--- src/rtl/lab_pkg.sv ---
// Shared constants and helpers for the lab timebase blocks.
// Sizes prescalers and carries the board clock rate.
package lab_pkg;

    localparam int SYS_CLK_HZ = 50_000_000;

    // A divide-by-1 or -2 prescaler still needs one bit of state.
    function automatic int pre_w(input int div);
        return (div > 2) ? $clog2(div) : 1;
    endfunction

endpackage

--- src/rtl/mod_counter_if.sv ---
// Control and status bundle of the modulo counter.
// master drives the controls, slave is the counter.
interface mod_counter_if #(
    parameter int WIDTH = 4
);

    logic             en;
    logic             up;
    logic             load;
    logic [WIDTH-1:0] load_val;
    logic [WIDTH-1:0] q;
    logic             tick;
    logic             tc;
    logic             wrap;

    modport master (
        output en, up, load, load_val,
        input  q, tick, tc, wrap
    );

    modport slave (
        input  en, up, load, load_val,
        output q, tick, tc, wrap
    );

endinterface

--- src/rtl/tick_gen.sv ---
// Free-running prescaler: one-cycle tick every DIV clocks.
// clr restarts the period so the next tick is DIV-1 cycles out.
module tick_gen
    import lab_pkg::*;
#(
    parameter int DIV = SYS_CLK_HZ
) (
    input  logic clk,
    input  logic rst,
    input  logic clr,
    output logic tick
);

    localparam int            PW   = pre_w(DIV);
    localparam logic [PW-1:0] LAST = PW'(DIV - 1);
    localparam logic [PW-1:0] ONE  = PW'(1);

    logic [PW-1:0] cnt;

    always_ff @(posedge clk or negedge rst) begin
        if (!rst) begin
            cnt <= '0;
        end else if (clr || cnt == LAST) begin
            cnt <= '0;
        end else begin
            cnt <= cnt + ONE;
        end
    end

    // With DIV=1 cnt sits at LAST, so reset has to mask the tick.
    assign tick = rst & (cnt == LAST);

endmodule

--- src/rtl/mod_counter.sv ---
// Modulo-N up/down counter stepped by prescaler ticks,
// with clamped synchronous load and a registered wrap pulse.
module mod_counter
    import lab_pkg::*;
#(
    parameter int WIDTH   = 4,
    parameter int MODULUS = 16,
    parameter int DIV     = SYS_CLK_HZ
) (
    input  logic          clk,
    input  logic          rst,
    mod_counter_if.slave  bus
);

    localparam int               WP1  = WIDTH + 1;
    localparam logic [WIDTH-1:0] MAX  = WIDTH'(MODULUS - 1);
    localparam logic [WIDTH:0]   MODW = WP1'(MODULUS);
    localparam logic [WIDTH-1:0] ONE  = WIDTH'(1);

    logic             tick;
    logic             step;
    logic [WIDTH-1:0] q;
    logic [WIDTH-1:0] q_d;
    logic [WIDTH-1:0] ld;
    logic             wrap_q;
    logic             wrap_d;

    tick_gen #(
        .DIV (DIV)
    ) u_tick (
        .clk  (clk),
        .rst  (rst),
        .clr  (bus.load),
        .tick (tick)
    );

    assign step = tick & bus.en;

    // Out-of-range loads saturate at the top of the count range.
    assign ld = ({1'b0, bus.load_val} >= MODW) ? MAX
                                               : bus.load_val;

    always_comb begin
        q_d    = q;
        wrap_d = 1'b0;
        if (bus.load) begin
            q_d = ld;
        end else if (step && bus.up) begin
            if (q == MAX) begin
                q_d    = '0;
                wrap_d = 1'b1;
            end else begin
                q_d = q + ONE;
            end
        end else if (step) begin
            if (q == '0) begin
                q_d    = MAX;
                wrap_d = 1'b1;
            end else begin
                q_d = q - ONE;
            end
        end
    end

    always_ff @(posedge clk or negedge rst) begin
        if (!rst) begin
            q      <= '0;
            wrap_q <= 1'b0;
        end else begin
            q      <= q_d;
            wrap_q <= wrap_d;
        end
    end

    assign bus.q    = q;
    assign bus.tick = tick;
    assign bus.wrap = wrap_q;
    assign bus.tc   = bus.up ? (q == MAX) : (q == '0);

endmodule

--- src/flat_wrapper.sv ---
// flat-port wrapper written by rule: the top's interface ports become plain ports
module mod_counter_flat import lab_pkg::*;
#(
    parameter int WIDTH   = 4,
    parameter int MODULUS = 16,
    parameter int DIV     = SYS_CLK_HZ
)
  (clk, rst, bus_en, bus_up, bus_load, bus_load_val, bus_q, bus_tick, bus_tc, bus_wrap);
  mod_counter_if #(.WIDTH(WIDTH)) bus_i ();
  input  logic clk;
  input  logic rst;
  input wire logic [$bits(bus_i.en)-1:0] bus_en;
  input wire logic [$bits(bus_i.up)-1:0] bus_up;
  input wire logic [$bits(bus_i.load)-1:0] bus_load;
  input wire logic [$bits(bus_i.load_val)-1:0] bus_load_val;
  output wire logic [$bits(bus_i.q)-1:0] bus_q;
  output wire logic [$bits(bus_i.tick)-1:0] bus_tick;
  output wire logic [$bits(bus_i.tc)-1:0] bus_tc;
  output wire logic [$bits(bus_i.wrap)-1:0] bus_wrap;
  assign bus_i.en = bus_en;
  assign bus_i.up = bus_up;
  assign bus_i.load = bus_load;
  assign bus_i.load_val = bus_load_val;
  assign bus_q = bus_i.q;
  assign bus_tick = bus_i.tick;
  assign bus_tc = bus_i.tc;
  assign bus_wrap = bus_i.wrap;
  mod_counter #(.WIDTH(WIDTH), .MODULUS(MODULUS), .DIV(DIV)) u_core (.clk(clk), .rst(rst), .bus(bus_i));
endmodule
--- config.mk ---
export PLATFORM = sky130hd
export DESIGN_NAME = mod_counter_flat
export DESIGN_NICKNAME = d
export VERILOG_FILES = /design/src/rtl/lab_pkg.sv /design/src/rtl/mod_counter_if.sv /design/src/rtl/tick_gen.sv /design/src/rtl/mod_counter.sv /design/src/flat_wrapper.sv
export SDC_FILE = /design/constraint.sdc
export NUM_CORES = 1
export LEC_CHECK = 0
export CAP_MARGIN = 0
export CORE_MARGIN = 1.5
export CORE_UTILIZATION = 45
export DETAILED_ROUTE_END_ITERATION = 10
export PLACE_DENSITY = 0.76
export SETUP_SLACK_MARGIN = 0.05
export SLEW_MARGIN = 10
export SYNTH_ARGS = -nofsm -noshare
export SYNTH_HDL_FRONTEND = slang
export SYNTH_HIERARCHICAL = 1
export SYNTH_SLANG_ARGS = --single-unit
--- constraint.sdc ---
create_clock -name clk -period 5.87 [get_ports clk]
set_input_delay 1.4675 -clock clk [delete_from_list [all_inputs] [get_ports clk]]
set_output_delay 1.4675 -clock clk [all_outputs]
set_load 0.01 [all_outputs]
* After elaboration in Yosys (flattened, before gate mapping) *
Index checks and enable logic that the tools add are counted.

word-level totals
  bits in registers = 31
  input port bits = 9
  output and inout bits = 7
  logic and storage cells = 26

operators by class
  $add $sub $neg = 3
  equal/unequal tests = 2
  muxes and demuxes = 12
  bitwise operators = 2
  reduce and logical (&&, ||, !) cells = 4

operators with widths
  operator                 number
  $add A26 B1 Y26 const B  1
  $eq A26 B26 Y1 const B   1
  $mux W26                 1
  $mux W4                  5
  $mux W1                  6
  $add A4 B1 Y4 const B    1
  $eq A4 B4 Y1 const B     1
  $logic_not A4 Y1         1
  $sub A4 B1 Y4 const B    1
  $reduce_bool A3 Y1       1
  $and A1 B1 Y1            2
  $logic_and A1 B1 Y1      1
  $logic_or A1 B1 Y1       1

* Depth between registers and ports, before layout *
  depth in word-level cells = 6
  mapped depth = 9
  depth with buffers taken out = 9

* Modules after synthesis *
The synthesis kept the hierarchy.

modules (own cells, without submodules)
  module       instances  cells an instance  area each (um2)  sequential area each (um2)
  tick_gen     1          160                1503.9           650.6
  mod_counter  1          45                 371.6            125.1

* Least setup slack after synthesis *
Ideal clock, no wire load.

  kind = input port to output port
  from = input port bus_up
  to = output port bus_tc
  arrival time = 1.780 ns
  required time = 4.403 ns
  path slack = 2.622 ns
  cell stages on the path = 1
  path buffers = 0
  cell sequence = o21ai_0

on the way
  word-level cells in the longest chain between the ends = 1

RTL lines
  item         line                RTL
  from (decl)  flat_wrapper.sv:13  input wire logic [$bits(bus_i.up)-1:0] bus_up;
  $mux W1      mod_counter.sv:78   assign bus.tc = bus.up ? (q == MAX) : (q == '0);
  to (decl)    flat_wrapper.sv:18  output wire logic [$bits(bus_i.tc)-1:0] bus_tc;

Every way passes these cells.

* Final worst setup path *
Ends and elaborated chain as after synthesis.

==> flow_metrics.env <==
export IMPL_avgSynthCellArea_um2=9.15
export IMPL_peakVddDrop_uv=165
export IMPL_clk_pin_slew_ns=0.06
export IMPL_drtPass1Iterations=4
export IMPL_synth_seq_cells=31
export IMPL_grt_pass1_wl_um=6270
export IMPL_worstMarginPinSlew_ns=0.612
export IMPL_wirelength_um=3850
export IMPL_antenna_found_initial=0
export IMPL_place_congestion=0.802
export IMPL_final_util_pct=53.5
export IMPL_setup_violations_final=0
export IMPL_pwr_density_cell_nw_per_um2=199
export IMPL_ys_seq_area_share_pct=41.4
export IMPL_yosys_top_cells_area="dfrtp_1 41%, a21oi_1 4.5%, nor2_1 4.0%"
export IMPL_yosysTopAreaCell="dfrtp_1"
export IMPL_holdWs_ns=0.517
export IMPL_grt_overflow=0
export IMPL_status="complete, no violations"
export IMPL_io_buffers=15
export IMPL_seqPwrFrac_pct=52.7
export IMPL_dr_first_iter_drc_count=74
export IMPL_arrival_ns=2.80
export IMPL_syn_instance_count=205
export IMPL_ant_nets=0
export IMPL_cap_violations=0
export IMPL_die_area_um2=4560
export IMPL_synth_flop_cell="dfrtp_1"
export IMPL_netSwitchingFraction_pct=24.4
export IMPL_yosys_area_top_type_share_pct=41.4
export IMPL_cts_tree="done"
export IMPL_num_vias=1609
export IMPL_via_per_inst=5.94
export IMPL_period_needed_ns=4.27
export IMPL_hold_buffers=0
export IMPL_drc=0
export IMPL_ctsLongestPathBuffers=2
export IMPL_holdCritPathClass="reg2reg"
export IMPL_crit_fanout=6
export IMPL_clock_latency_ns=0.28
export IMPL_cts_inserted_buffers=5
export IMPL_grt_pass1_vias=1353
export IMPL_synth_edff_count=0
export IMPL_cp_required_ns=4.40
export IMPL_grt_setup_unrepaired="false"
export IMPL_fill_cells=380
export IMPL_final_setup_worst_slack_ns=1.60
export IMPL_clock_skew_final_ns=0.00564
export IMPL_async_flop_share_pct=100
export IMPL_die_width_um=67.6
export IMPL_critPathLaunchType="input pin"
export IMPL_cts_sinks=31
export IMPL_final_hold_violation_count=0
export IMPL_clkPwrFrac_pct=36.7
export IMPL_finalPower_uw=426
export IMPL_cts_resized=0
export IMPL_htree_levels=2
export IMPL_grt_max_degree=32
export IMPL_end_kind="primary output"
export IMPL_p_int_uw=322
export IMPL_relSlewSlack_pct=59.0
export IMPL_core_area_um2=4000
export IMPL_n_antenna_cell=0
export IMPL_fp_row_count=23
export IMPL_syn_nets=218
export IMPL_io_pins=16
export IMPL_p_leak_nw=0.811
export IMPL_regArea_um2=776
export IMPL_cts_setup_buffers=0
export IMPL_fin_nets=233
export IMPL_syn2layout_area_growth_pct=14.1
export IMPL_p_sw_uw=104
export IMPL_clock_fmax_mhz=234
export IMPL_syn_cell_area_um2=1880
export IMPL_die_h_um=67.6
export IMPL_finalCritPeriodShare_pct=72.7
export IMPL_power_frac_comb_pct=10.6
export IMPL_dpl_hpwl_um=2690
export IMPL_tns_ns=0
export IMPL_wire_per_inst_um=14.2
export IMPL_multiInputGateArea_um2=1020
export IMPL_yosysUniqueCellTypes=42
export IMPL_pre_cts_slack_ns=1.60
export IMPL_critPathKind="in2out"
export IMPL_yosysWarnings=6
export IMPL_post_route_cells_drive_above_1_share_pct=10.4
export IMPL_start_util_pct=46.9
export IMPL_drv_slew=0
export IMPL_root_buffer="clkbuf_8"
export IMPL_grt_usage_pct=18.7
## sequential cells by signal, indices dropped and copies added (netlist names)
signal             count
u_core/bus.wrap        1
u_core/u_tick/cnt     26
u_core/bus.q           4
## kinds of logic after synthesis
kind of cell,after synthesis,synth area share [%]
AO/OA/AOI/OAI,41,14.5
adder cells (fa/ha/maj),4,2.67
multiplexers,3,1.67
XOR/XNOR,13,6.07
buffers and inverters,17,4.00
flip-flops,31,41.4
AND/OR/NAND/NOR,96,29.7
## critical path, stage by stage
cell	delay, ns
clkdlybuf4s50_1	0.51
o21ai_0	0.25
clkdlybuf4s50_1	0.57
## metrics by stage
stage	instances	cell area [µm²]
after floorplan	205	1880
after global placement	263	2060
after detailed placement	263	2060
after CTS	271	2140
after global routing	271	2140
final	271	2140
## cell usage after synthesis, types with 3 or more instances
master / n
ha_1: 4
nor2_1: 20
a21oi_1: 17
o31ai_1: 8
and4_1: 3
buf_2: 3
or4_1: 9
clkbuf_1: 4
o21ai_0: 9
nand2_1: 15
xnor2_1: 7
and2_1: 3
nor3_1: 3
nand3_1: 14
dfrtp_1: 31
nor4_1: 4
xor2_1: 6
inv_1: 7
or3_1: 3
nand4_1: 7
## power groups by stage
stage | clock network (mW) | logic [mW] | registers (mW)
after floorplan | 0 | 0.0228 | 0.228
after global placement | 0 | 0.0455 | 0.228
after detailed placement | 0 | 0.0454 | 0.228
after CTS | 0.163 | 0.0456 | 0.224
after global routing | 0.173 | 0.0504 | 0.225
final | 0.156 | 0.0449 | 0.224
## final cells by class
cell class	instances	share of cell area, %
repair buffers	17	7.72
clock buffers	7	3.57
inverters	8	1.40
flip-flops and latches	31	36.3
well taps	50	2.92
multi-input cells	157	47.9
clock inverters	1	0.234
## final timing paths
| check | from | to | slack [ns] | cells after the start |
|---|---|---|---|---|
| max | bus_up | bus_tc | 1.60 | 3 |
| min | u_core/u_tick/cnt[0] | u_core/u_tick/cnt[0] | 0.52 | 1 |
| max reg2reg | u_core/u_tick/cnt[0] | u_core/bus.q[2] | 3.35 | 9 |
| min reg2reg | u_core/u_tick/cnt[0] | u_core/u_tick/cnt[0] | 0.52 | 1 |
| max in group asynchronous | rst | u_core/bus.q[0] | 3.93 | 2 |
| min in group asynchronous | rst | u_core/u_tick/cnt[2] | 1.65 | 2 |
## metal layers
layer / vias up / wire, µm / track usage, % / part of all wire (%)
met4: 0 / 42 / 8.93 / 1.1
met1: 780 / 1820 / 26.4 / 47
met3: 4 / 157 / 5.00 / 4.1
met2: 34 / 1840 / 26.5 / 48
met5: - / 0 / 0 / 0
li1: 791 / - / - / -
## cell usage in the layout (no fill, tap or decap), drive strengths merged
cell,synthesis,final
or3,3,3
a31oi,1,1
nor2,20,20
mux2,1,1
nand3,16,16
dfrtp,31,31
nor4b,2,2
and2,3,3
or2,2,2
o41ai,1,1
buf,5,2
a21o,1,1
nand4,8,8
xor2,6,6
ha,4,4
o311ai,1,1
clkdlybuf4s50,0,15
nor4bb,1,1
mux2i,2,2
nor3b,1,1
inv,8,8
a21oi,18,18
a221oi,1,1
and4,3,3
or3b,1,1
clkbuf,4,7
o2111ai,1,1
nand2,15,15
o21ai,9,9
nor4,4,4
nor3,3,3
o31ai,8,8
or4,11,11
and3,3,3
xnor2,7,7
clkinv,0,1
Note: power is estimated with default switching activity, not from simulation.
